### src/rtl/s4ga_cfg_seq.sv
// Config-stream sequencer for the S4GA LUT fabric: holds one frame of LUT
// segments and replays it to the fabric serial input with run/step control.
module s4ga_cfg_seq #(
   parameter  int N         = 16,
   parameter  int K         = 4,
   parameter  int SI_W      = 4,
   parameter  int FCNT_W    = 16,
   localparam int IDX_SEGS  = ($clog2(N) + SI_W - 1) / SI_W,
   localparam int MASK_SEGS = ((2 ** K) + SI_W - 1) / SI_W,
   localparam int LUT_SEGS  = K * IDX_SEGS + MASK_SEGS,
   localparam int DEPTH     = N * LUT_SEGS,
   localparam int A_W       = $clog2(DEPTH),
   localparam int LI_W      = (N > 1) ? $clog2(N) : 1
) (
   input  logic              clk,
   input  logic              rst,
   input  logic              cfg_we,
   input  logic [A_W-1:0]    cfg_addr,
   input  logic [SI_W-1:0]   cfg_wdata,
   input  logic              run,
   input  logic              step,
   output logic              fab_rst,
   output logic [SI_W-1:0]   fab_si,
   output logic              busy,
   output logic [LI_W-1:0]   lut_idx,
   output logic              lut_upd,
   output logic              frame_done,
   output logic [FCNT_W-1:0] frame_cnt,
   output logic              cfg_err
);

   localparam int SUB_W = (LUT_SEGS > 1) ? $clog2(LUT_SEGS) : 1;
   localparam logic [A_W:0]     L_DEPTH    = (A_W + 1)'(DEPTH);
   localparam logic [A_W-1:0]   L_LAST     = A_W'(DEPTH - 1);
   localparam logic [SUB_W-1:0] L_SUB_LAST = SUB_W'(LUT_SEGS - 1);
   localparam logic [LI_W-1:0]  L_LUT_LAST = LI_W'(N - 1);

   typedef enum logic {S_IDLE, S_STREAM} state_t;

   state_t            r_state;
   state_t            w_state_nxt;
   logic [SI_W-1:0]   r_mem [DEPTH];
   logic [A_W-1:0]    r_rd_addr;
   logic [SUB_W-1:0]  r_sub;
   logic              r_one_shot;
   logic              r_fab_rst;
   logic [SI_W-1:0]   r_fab_si;
   logic [LI_W-1:0]   r_lut_idx;
   logic              r_lut_upd;
   logic              r_frame_done;
   logic [FCNT_W-1:0] r_frame_cnt;
   logic              r_cfg_err;

   logic              w_start;
   logic              w_stop;
   logic              w_adv;
   logic [A_W-1:0]    w_seg;
   logic              w_wr_ok;

   // w_seg is the index of the segment that goes onto fab_si at this edge.
   always_comb begin
      w_state_nxt = r_state;
      w_start     = 1'b0;
      w_stop      = 1'b0;
      w_seg       = r_rd_addr;
      case (r_state)
         S_IDLE: begin
            if (run || step) begin
               w_state_nxt = S_STREAM;
               w_start     = 1'b1;
               w_seg       = '0;
            end
         end
         S_STREAM: begin
            if (r_frame_done && !(run && !r_one_shot)) begin
               w_state_nxt = S_IDLE;
               w_stop      = 1'b1;
            end
         end
         default: w_state_nxt = S_IDLE;
      endcase
   end

   assign w_adv   = w_start || ((r_state == S_STREAM) && !w_stop);
   assign w_wr_ok = cfg_we && (r_state == S_IDLE) && ({1'b0, cfg_addr} < L_DEPTH);

   always_ff @(posedge clk) begin
      if (rst) r_state <= S_IDLE;
      else     r_state <= w_state_nxt;
   end

   always_ff @(posedge clk) begin
      if (w_wr_ok) r_mem[cfg_addr] <= cfg_wdata;
   end

   always_ff @(posedge clk) begin
      if (rst) begin
         r_fab_rst    <= 1'b1;
         r_fab_si     <= '0;
         r_rd_addr    <= '0;
         r_sub        <= '0;
         r_lut_idx    <= '0;
         r_lut_upd    <= 1'b0;
         r_frame_done <= 1'b0;
         r_frame_cnt  <= '0;
         r_one_shot   <= 1'b0;
         r_cfg_err    <= 1'b0;
      end else begin
         if (cfg_we && (r_state == S_STREAM)) r_cfg_err <= 1'b1;
         if (w_stop) begin
            r_fab_rst    <= 1'b1;
            r_fab_si     <= '0;
            r_rd_addr    <= '0;
            r_sub        <= '0;
            r_lut_idx    <= '0;
            r_lut_upd    <= 1'b0;
            r_frame_done <= 1'b0;
            r_one_shot   <= 1'b0;
         end else if (w_adv) begin
            r_fab_rst    <= 1'b0;
            r_fab_si     <= r_mem[w_seg];
            r_rd_addr    <= (w_seg == L_LAST) ? '0 : w_seg + 1'b1;
            // r_sub tracks w_seg mod LUT_SEGS; DEPTH is a multiple so it wraps with the frame.
            r_sub        <= (r_sub == L_SUB_LAST) ? '0 : r_sub + 1'b1;
            r_lut_upd    <= (r_sub == L_SUB_LAST);
            if (r_lut_upd)
               r_lut_idx <= (r_lut_idx == L_LUT_LAST) ? '0 : r_lut_idx + 1'b1;
            r_frame_done <= (w_seg == L_LAST);
            if (w_seg == L_LAST) r_frame_cnt <= r_frame_cnt + 1'b1;
            if (w_start)  r_one_shot <= step && !run;
            else if (run) r_one_shot <= 1'b0;
         end
      end
   end

   assign fab_rst    = r_fab_rst;
   assign fab_si     = r_fab_si;
   assign busy       = (r_state == S_STREAM);
   assign lut_idx    = r_lut_idx;
   assign lut_upd    = r_lut_upd;
   assign frame_done = r_frame_done;
   assign frame_cnt  = r_frame_cnt;
   assign cfg_err    = r_cfg_err;

endmodule

### config.mk
export PLATFORM = sky130hd
export DESIGN_NAME = s4ga_cfg_seq
export DESIGN_NICKNAME = d
export VERILOG_FILES = /design/src/rtl/s4ga_cfg_seq.sv
export SDC_FILE = /design/constraint.sdc
export NUM_CORES = 1
export LEC_CHECK = 0
export CAP_MARGIN = 0
export CORE_ASPECT_RATIO = 1.25
export CORE_MARGIN = 8
export CORE_UTILIZATION = 69
export CTS_BUF_LIST = sky130_fd_sc_hd__clkbuf_8
export DETAILED_ROUTE_END_ITERATION = 10
export PLACE_DENSITY = 0.85
export SLEW_MARGIN = 20
export SYNTH_ARGS = -nofsm -noshare
export SYNTH_HDL_FRONTEND = slang
export SYNTH_SLANG_ARGS = --single-unit
### constraint.sdc
create_clock -name clk -period 6.6 [get_ports clk]
set_clock_uncertainty 0.1 [all_clocks]
set_input_delay 1.32 -clock clk [delete_from_list [all_inputs] [get_ports clk]]
set_output_delay 1.32 -clock clk [all_outputs]
set_load 0.005 [all_outputs]
==> impl_metrics.tcl <==
set metrics [dict create \
    leakagePower_uw 0.008119 \
    die_area_um2 39540 \
    initialDrtViolationCount 1889 \
    track_usage 0.2873 \
    critPathKind "primary input to flip-flop" \
    yosys_warnings 0 \
    first_global_vias 14540 \
    start_kind "primary input" \
    critical_path_arrival_ns 4.94 \
    period_share 0.6811 \
    postCtsSetupRepairBufs 0 \
    cts_buffer_depth 3 \
    hold_viol_final 0 \
    gp_congestion 0.9526 \
    async_reset_ff_frac 0 \
    max_cap_viol_count 0 \
    io_buffers 44 \
    syn_avg_cell_area_um2 13.89 \
    tritoncts "built" \
    ant_nets 0 \
    antenna_found_initial 1 \
    slew_headroom 0.2182 \
    syn_area_um2 23040 \
    via_per_inst 6.864 \
    die_h_um 220.3 \
    status "finished clean" \
    peakVddDrop_v 0.0002268 \
    dieWidth_um 179.5 \
    via_count 14940 \
    rsz0062_at_grt "no" \
    ys_seq_elements 552 \
    yosysUniqueCellTypes 63 \
    layout_commonest_cell "edfxtp_1" \
    grt_overflow 0 \
    num_rows 75 \
    clkSinkCount 552 \
    coreArea_um2 33220 \
    period_needed_ns 4.495 \
    hold_buffers 0 \
    wl_per_cell_um 26.29 \
    num_antenna_cells 0 \
    grt_max_degree 169 \
    syn_inst 1659 \
    final.setup.tns_ns 0 \
    initial_core_util 0.6937 \
    firstDrtPassIters 8 \
    design_power_total_uw 6776 \
    worst_pin_slew_ns 1.169 \
    ff2ff_path_depth 7 \
    cp-end-kind "flip-flop" \
    grt_pass1_wl_um 86130 \
    area_growth_syn_to_layout_pct 8.801 \
    path_clk_slew_ns 0.06 \
    remaining_drc_errors 0 \
    nets 1719 \
    whs_path_depth 2 \
    dp_hpwl_um 35520 \
    slew_viol_final 0 \
    wl_um 57220 \
    path_max_fanout 38 \
    worstPathRequired_ns 7.04 \
    synth_edf_count 512 \
    htreeDepth 3 \
    max_freq_mhz 222.5 \
    root_buffer "clkbuf_8" \
    drive_above_1_share 0.09749 \
    synth_ff_type "edfxtp_1" \
    finalSetupViolCount 0 \
    hold_class "flip-flop to flip-flop" \
    synth-seq-area-share 0.7020 \
    clock_latency_ns 0.61 \
    ctsResizeCount 0 \
    nFillCells 1954 \
    p_per_area_nw_per_um2 270.3 \
    synth_fp_nets 1680 \
    layout.cells.most_common_list "edfxtp_1, nor2_1, mux2i_1, clkbuf_8, nand2_1" \
    boundaryPins 45 \
    cts_buffers 81 \
]
[state kept, by name, summed over array words and instances (netlist names), 3 cells and up]
register / count
r_sub: 3
r_mem: 512
frame_cnt: 16
fab_si: 4
r_rd_addr: 7
lut_idx: 4
[through the flow]
| stage | hold slack, ns | setup WS, ns | instances | utilization | instance area (um2) |
|---|---|---|---|---|---|
| 3_3_place_gp | 0.3420 | 1.810 | 2038 | 0.7107 | 23610 |
| 5_1_grt | 0.3730 | 2.034 | 2177 | 0.7547 | 25070 |
| 6_report | 0.3648 | 2.105 | 2177 | 0.7547 | 25070 |
| 4_1_cts | 0.3694 | 2.196 | 2177 | 0.7547 | 25070 |
| 3_5_place_dp | 0.3560 | 1.555 | 2038 | 0.7107 | 23610 |
| 2_1_floorplan | 0.3362 | 2.862 | 1659 | - | 23040 |
[synthesized netlist by cell type, types with 17 or more instances]
library cell,n,share of area
o221ai_1,41,0.016
nand2_1,84,0.014
mux2_2,24,0.012
o22ai_1,36,0.0098
nor2_1,261,0.043
buf_4,17,0.0055
nand3_1,24,0.0052
mux2i_1,143,0.062
a22oi_1,21,0.0068
nor2b_1,19,0.0052
a21oi_1,69,0.015
o21ai_0,58,0.013
a211oi_1,18,0.0059
inv_1,19,0.0031
buf_2,49,0.011
edfxtp_1,512,0.67
clkbuf_1,34,0.0055
o211ai_1,17,0.0055
dfxtp_1,40,0.035
[cell families after synthesis]
| group | Yosys count | share of synthesized area |
|---|---|---|
| xor gates and xnor gates | 11 | 0.004181 |
| AOI/OAI and AO/OA | 342 | 0.1009 |
| muxes | 167 | 0.07384 |
| buffers and inverters | 123 | 0.02650 |
| adders and majority gates | 5 | 0.002715 |
| and+or+nand+nor | 459 | 0.08986 |
| DFF | 552 | 0.7020 |
[where the power goes]
group / switching, uW / total (uW) / internal, uW
clock network: 1240 / 2520 / 1280
logic: 286 / 412 / 126
registers: 17.4 / 3850 / 3830
[cell type report]
cell class	count	area, um2	share of cell area
Clock buffer	90	1239	0.04941
Clock inverter	49	222.7	0.008883
Inverter	19	71.32	0.002845
Multi-Input combinational cell	984	6264	0.2498
Sequential cell	552	16180	0.6455
Tap cell	423	529.3	0.02111
Timing Repair Buffer	60	563.0	0.02246
[worst max-delay path, cell delays in order]
cell and delay, ns:
clkdlybuf4s50_1 0.53, o21bai_4 0.53, buf_4 0.51, nand3_1 0.80, o221ai_1 0.47, o2bb2ai_1 0.16, a22o_1 0.22, o211ai_1 0.12
nor4_2 0.25
[metal layers]
metal  track usage  part of all wire  up-vias
met3       0.06455              0.11      228
li1              -                 -     6431
met5             0           0.00021        -
met4        0.1656             0.057        2
met2        0.4712              0.48     1124
met1        0.3527              0.35     7159
[path summary, 6_finish.rpt]
check / from / to / slack (ns)
worst max-delay path: step / fab_si[3] / 2.10
worst min-delay path: fab_rst / fab_rst / 0.36
worst max register to register: r_rd_addr[2] / fab_si[2] / 2.79
worst min register to register: fab_rst / fab_rst / 0.36
Power figures use the tool's default switching activity.
